**src/rtl/task_clk_sequencer.sv**
```systemverilog
// task_clk_sequencer: host-driven run/halt/step control of the gated task clock, with break halts and an enabled-cycle count
module task_clk_sequencer #(
  parameter int CNT_W  = 64,
  parameter int STEP_W = 32
) (
  input  logic              sys_clk,
  input  logic              sys_resetn,
  input  logic              cmd_valid,
  input  logic [1:0]        cmd_op,
  input  logic [STEP_W-1:0] cmd_arg,
  output logic              cmd_ready,
  output logic              cmd_err,
  input  logic              break_hit,
  input  logic              difftest_break,
  input  logic              encore_en,
  output logic              clk_ce,
  output logic              halted,
  output logic [1:0]        halt_cause,
  output logic [CNT_W-1:0]  cycle_cnt
);
  typedef enum logic [1:0] {HALTED, RUNNING, STEPPING} state_t;
  localparam logic [1:0] OP_HALT = 2'd0, OP_RUN = 2'd1, OP_STEP = 2'd2, OP_CLEAR = 2'd3;
  localparam logic [1:0] C_HOST = 2'd0, C_BP = 2'd1, C_DF = 2'd2, C_STEP = 2'd3;
  state_t            state_q, state_d;
  logic              rdy_q, ce_q, err_q, err_d, bpm_q, bpm_d, dfm_q, dfm_d;
  logic [1:0]        cause_q, cause_d;
  logic [STEP_W-1:0] step_q, step_d;
  logic [CNT_W-1:0]  cnt_q, cnt_d;
  logic              cmd, active, bp_ev, df_ev, host_halt, step_done;
  assign cmd       = cmd_valid & rdy_q;
  assign active    = state_q != HALTED;
  assign bp_ev     = active & break_hit & ~bpm_q;
  assign df_ev     = active & difftest_break & encore_en & ~dfm_q;
  assign host_halt = cmd & (cmd_op == OP_HALT);
  assign step_done = (state_q == STEPPING) & (step_q == STEP_W'(1));
  always_comb begin
    state_d = state_q;
    cause_d = cause_q;
    step_d  = step_q;
    err_d   = 1'b0;
    cnt_d   = ce_q ? cnt_q + CNT_W'(1) : cnt_q;
    bpm_d   = break_hit & (bpm_q | bp_ev);
    dfm_d   = difftest_break & (dfm_q | df_ev);
    if (active) begin
      err_d  = cmd & (cmd_op != OP_HALT);
      step_d = (state_q == STEPPING) ? step_q - STEP_W'(1) : step_q;
      if (df_ev | bp_ev | host_halt | step_done) begin
        state_d = HALTED;
        cause_d = df_ev ? C_DF : bp_ev ? C_BP : host_halt ? C_HOST : C_STEP;
      end
    end else if (cmd) begin
      case (cmd_op)
        OP_RUN: begin
          state_d = RUNNING;
          cause_d = C_HOST;
        end
        OP_STEP: begin
          state_d = (cmd_arg != '0) ? STEPPING : HALTED;
          step_d  = cmd_arg;
          cause_d = (cmd_arg != '0) ? cause_q : C_STEP;
        end
        OP_CLEAR: begin
          cnt_d   = '0;
          cause_d = C_HOST;
        end
        default: ;
      endcase
    end
  end
  // rdy_q delays command acceptance until the edge after reset release
  always_ff @(posedge sys_clk or negedge sys_resetn) begin
    if (!sys_resetn) begin
      rdy_q   <= 1'b0;
      state_q <= HALTED;
      ce_q    <= 1'b0;
      err_q   <= 1'b0;
      bpm_q   <= 1'b0;
      dfm_q   <= 1'b0;
      cause_q <= C_HOST;
      step_q  <= '0;
      cnt_q   <= '0;
    end else begin
      rdy_q   <= 1'b1;
      state_q <= state_d;
      ce_q    <= state_d != HALTED;
      err_q   <= err_d;
      bpm_q   <= bpm_d;
      dfm_q   <= dfm_d;
      cause_q <= cause_d;
      step_q  <= step_d;
      cnt_q   <= cnt_d;
    end
  end
  assign cmd_ready  = rdy_q;
  assign cmd_err    = err_q;
  assign clk_ce     = ce_q;
  assign halted     = state_q == HALTED;
  assign halt_cause = cause_q;
  assign cycle_cnt  = cnt_q;
endmodule

```
**config.mk**
```make
export PLATFORM = sky130hd
export DESIGN_NAME = task_clk_sequencer
export DESIGN_NICKNAME = d
export VERILOG_FILES = /design/src/rtl/task_clk_sequencer.sv
export SDC_FILE = /design/constraint.sdc
export NUM_CORES = 1
export LEC_CHECK = 0
export CAP_MARGIN = 20
export CORE_MARGIN = 4
export CORE_UTILIZATION = 25
export CTS_CLUSTER_SIZE = 40
export DETAILED_ROUTE_END_ITERATION = 6
export PLACE_DENSITY = 0.45
export SYNTH_ARGS = -nofsm -noshare
export SYNTH_HDL_FRONTEND = slang
export SYNTH_SLANG_ARGS = --single-unit
export TNS_END_PERCENT = 100
```
**constraint.sdc**
```tcl
create_clock -name sys_clk -period 2.2 [get_ports sys_clk]
set_clock_uncertainty 0.1 [all_clocks]
set_input_delay 0.44 -clock sys_clk [delete_from_list [all_inputs] [get_ports sys_clk]]
set_output_delay 0.44 -clock sys_clk [all_outputs]
set_load 0.01 [all_outputs]
```
==> impl_metrics.yaml <==
layout:
  finalNetCount: 978
  layout-drive-gt1-share_pct: 29.2
  final.fill_count: 2389
  area_growth_pct: 56.1
  n_antenna_cell: 0
  regArea_sq_mm: 0.00263
  multi_input_area_sq_mm: 0.00349
floorplan:
  die_w_um: 163
  die_area_sq_mm: 0.0266
  core.rowCount: 56
  fp.dieH_um: 163
  core_sq_mm: 0.0235
  ios: 110
  start_util_pct: 25.5
synth:
  syn_inst: 681
  synth_seq_cells: 105
  synth_edf_count: 0
  yosysSeqAreaShare_pct: 43.7
  yosysWarnings: 0
  synth_cell_types: 55
  syn-num-nets: 728
  synth_top_flop_cell: "dfrtp_1"
  syn_area_sq_mm: 0.00601
  async_reset_ff_share_pct: 100
  avgSynthCellArea_sq_um: 8.83
clocking:
  cts_tree: "built"
  clock_sinks: 105
  ctsHtreeMaxLevel: 3
  cts-buffers-inserted: 9
  clk-insertion-delay-late_ns: 0.36
  cts.path.max_buffers: 2
  cts_root_buf: "clkbuf_16"
  clk_pin_slew_ns: 0.07
route:
  via_count: 6323
  wl_per_cell_um: 16.4
  dr.first_iter.drc_count: 370
  drc: 0
  antenna_left: 0
  vias_per_cell: 5.04
  finalWirelength_um: 20500
  firstDrtPassIters: 5
place:
  hpwlAfterDp_um: 14700
  gp_congestion: 0.813
  portBuffers: 109
power_and_ir_drop:
  cellLeakagePower_nw: 3.81
  vdd_drop_max_uv: 479
  power.density_mw_per_mm2: 1010
  total_power_mw: 9.46
run_status:
  violations: "negative setup slack"
  status: "finished with violations"
critical_path:
  start_kind: "flop"
  crit_chain: "and4_4 -> nand3_4 -> or4_4 -> bufbuf_16 -> o31ai_1 -> a21oi_2"
  path_depth: 6
  crit_fanout: 27
  reg2reg_depth: 6
  cp.required_ns: 2.34
  path_buf_inv: 1
  endpoint_kind: "flop"
  critPathMaxStageDelay_ns: 0.57
  cp_data_arrival_time_ns: 2.39
  cp_top_family: "simple AND/OR/NAND/NOR gates"
  crit_slowest_cell: "or4_4"
  path_class: "reg -> reg"
global_route:
  track_usage_pct: 15.3
  grt_pass1_vias: 6559
  antenna_found_initial: 0
  grt.overflow.total: 0
  grt_start_max_net_pins: 49
  grt_pass1_wl_um: 33400
timing:
  slew_violations: 0
  setup_viol: 12
  timing.fmax_ghz: 0.445
  rsz0062_at_grt: "yes"
  holdWs_ns: 0.384
  worst_pin_slew_ns: 0.535
  fin_ws_ns: -0.0477
  slew_headroom_pct: 64.3
  fin_crit_sh_pct: 102
  period_minus_slack_ns: 2.25
  finalHoldViolCount: 0
hold_path:
  hp-class: "reg -> reg"
  min_path_cells: 1
run:
  max_cap_violations: 0
report_power, final:
group          internal [mW]  total, mW  switching, mW
registers               2.57       3.11          0.544
logic                   2.37       4.73           2.36
clock network          0.836       1.62          0.783
cell usage in the layout, fill, tap and decap left out, types with 4 or more instances in the layout:
| cell | n |
|---|---|
| a21oi_1 | 37 |
| a21oi_2 | 17 |
| a2bb2oi_1 | 10 |
| a31oi_1 | 4 |
| a32oi_1 | 4 |
| and3_1 | 5 |
| and4_1 | 7 |
| buf_12 | 5 |
| buf_4 | 156 |
| buf_6 | 6 |
| clkbuf_16 | 11 |
| clkdlybuf4s50_1 | 106 |
| dfrtp_1 | 101 |
| dfrtp_2 | 4 |
| ha_1 | 5 |
| inv_1 | 15 |
| mux2i_1 | 4 |
| nand2_1 | 57 |
| nand2b_1 | 6 |
| nand3_1 | 35 |
| nand4_1 | 24 |
| nand4b_1 | 5 |
| nor2_1 | 59 |
| nor3_1 | 14 |
| nor4_1 | 17 |
| o211ai_1 | 9 |
| o21ai_0 | 29 |
| o21ai_1 | 5 |
| o22ai_1 | 10 |
| o31ai_1 | 10 |
| o31ai_2 | 12 |
| or2_2 | 4 |
| or3_1 | 9 |
| or4_1 | 17 |
| or4_4 | 22 |
| xnor2_1 | 14 |
| xor2_1 | 14 |
worst reg2reg max path, cell delays in order (launching register included):
cell and delay [ns]:
dfrtp_1 0.37, and4_4 0.24, nand3_4 0.08, or4_4 0.57
bufbuf_16 0.35, o31ai_1 0.34, a21oi_2 0.10
layer usage:
layer / global-route usage [%] / share of wire [%] / wire length, um
met4: 5.53 / 1.7 / 339
met3: 2.22 / 3.9 / 806
met5: 0 / 0 / 0
met1: 19.8 / 46 / 9440
met2: 26.2 / 48 / 9940
worst paths after layout:
path | startpoint | to | slack (ns)
worst min-delay path | bpm_q | bpm_q | 0.38
max in group asynchronous | sys_resetn | cycle_cnt[4] | 0.87
worst max-delay path | cycle_cnt[6] | cycle_cnt[26] | -0.05
worst max register to register | cycle_cnt[6] | cycle_cnt[26] | -0.05
worst min register to register | bpm_q | bpm_q | 0.38
min in group asynchronous | sys_resetn | cycle_cnt[60] | 0.50
Yosys cell counts, types with 6 or more instances:
library cell,instances,share of area [%]
o31ai_1,22,2.7
dfrtp_1,105,44
o22ai_1,10,1.0
and4_1,9,1.3
nand3_1,38,3.2
a2bb2oi_1,11,1.6
o211ai_1,9,1.1
nand2_1,57,3.6
inv_1,16,1.0
or3_1,12,1.2
or4_1,38,4.7
nor4_1,19,2.0
ha_1,7,1.5
o21ai_0,34,2.8
xor2_1,14,2.0
nor3_1,15,1.2
a21oi_1,54,4.5
nand2b_1,6,0.62
nor2_1,60,3.7
xnor2_1,14,2.0
clkbuf_1,31,1.9
nand4_1,24,2.5
metrics by stage:
stage / setup WS, ns / setup TNS (ns) / std cells / cell area, sq um / utilization [%]
after floorplan: -0.150 / -1.87 / 681 / 6090 / -
after global placement: -0.373 / -9.32 / 1223 / 8580 / 36.5
after detailed placement: -0.399 / -10.92 / 1223 / 8580 / 36.5
after CTS: -0.0515 / -0.0515 / 1244 / 9010 / 38.3
after global routing: -0.122 / -1.96 / 1255 / 9380 / 39.9
final: -0.0477 / -0.270 / 1255 / 9380 / 39.9
kinds of logic after synthesis:
group                    Yosys count  share of synthesized area (%)
AO/OA/AOI/OAI                    165                           17.2
XOR/XNOR                          28                           4.08
adder cells (fa/ha/maj)            7                           1.46
buffers and inverters             57                           3.81
flip-flops                       105                           43.7
multiplexers                       6                           1.04
other                              1                         0.0624
AND/OR/NAND/NOR                  312                           28.7
repair_timing:
item	CTS	global route
endpoints found under the setup margin	48	53
setup buffers	3	8
cloned	1	3
resized for setup	20	64
pin swaps	10	23
hold endpoints to repair	34	0
hold buffers	1	0
cell type report:
type	instances	share of cell area (%)
Timing Repair Buffer	280	26.8
Multi-Input combinational cell	519	37.2
Sequential cell	105	28.1
Tap cell	319	4.25
Clock inverter	5	0.400
Clock buffer	11	2.69
Inverter	16	0.640
sequential cells by signal, indices dropped and copies added (netlist names):
register	cells
halt_cause	2
step_q	32
clk_ce	1
cmd_ready	1
cmd_err	1
bpm_q	1
dfm_q	1
cycle_cnt	64
state_q	2
Note: power is estimated with default switching activity, not from simulation.
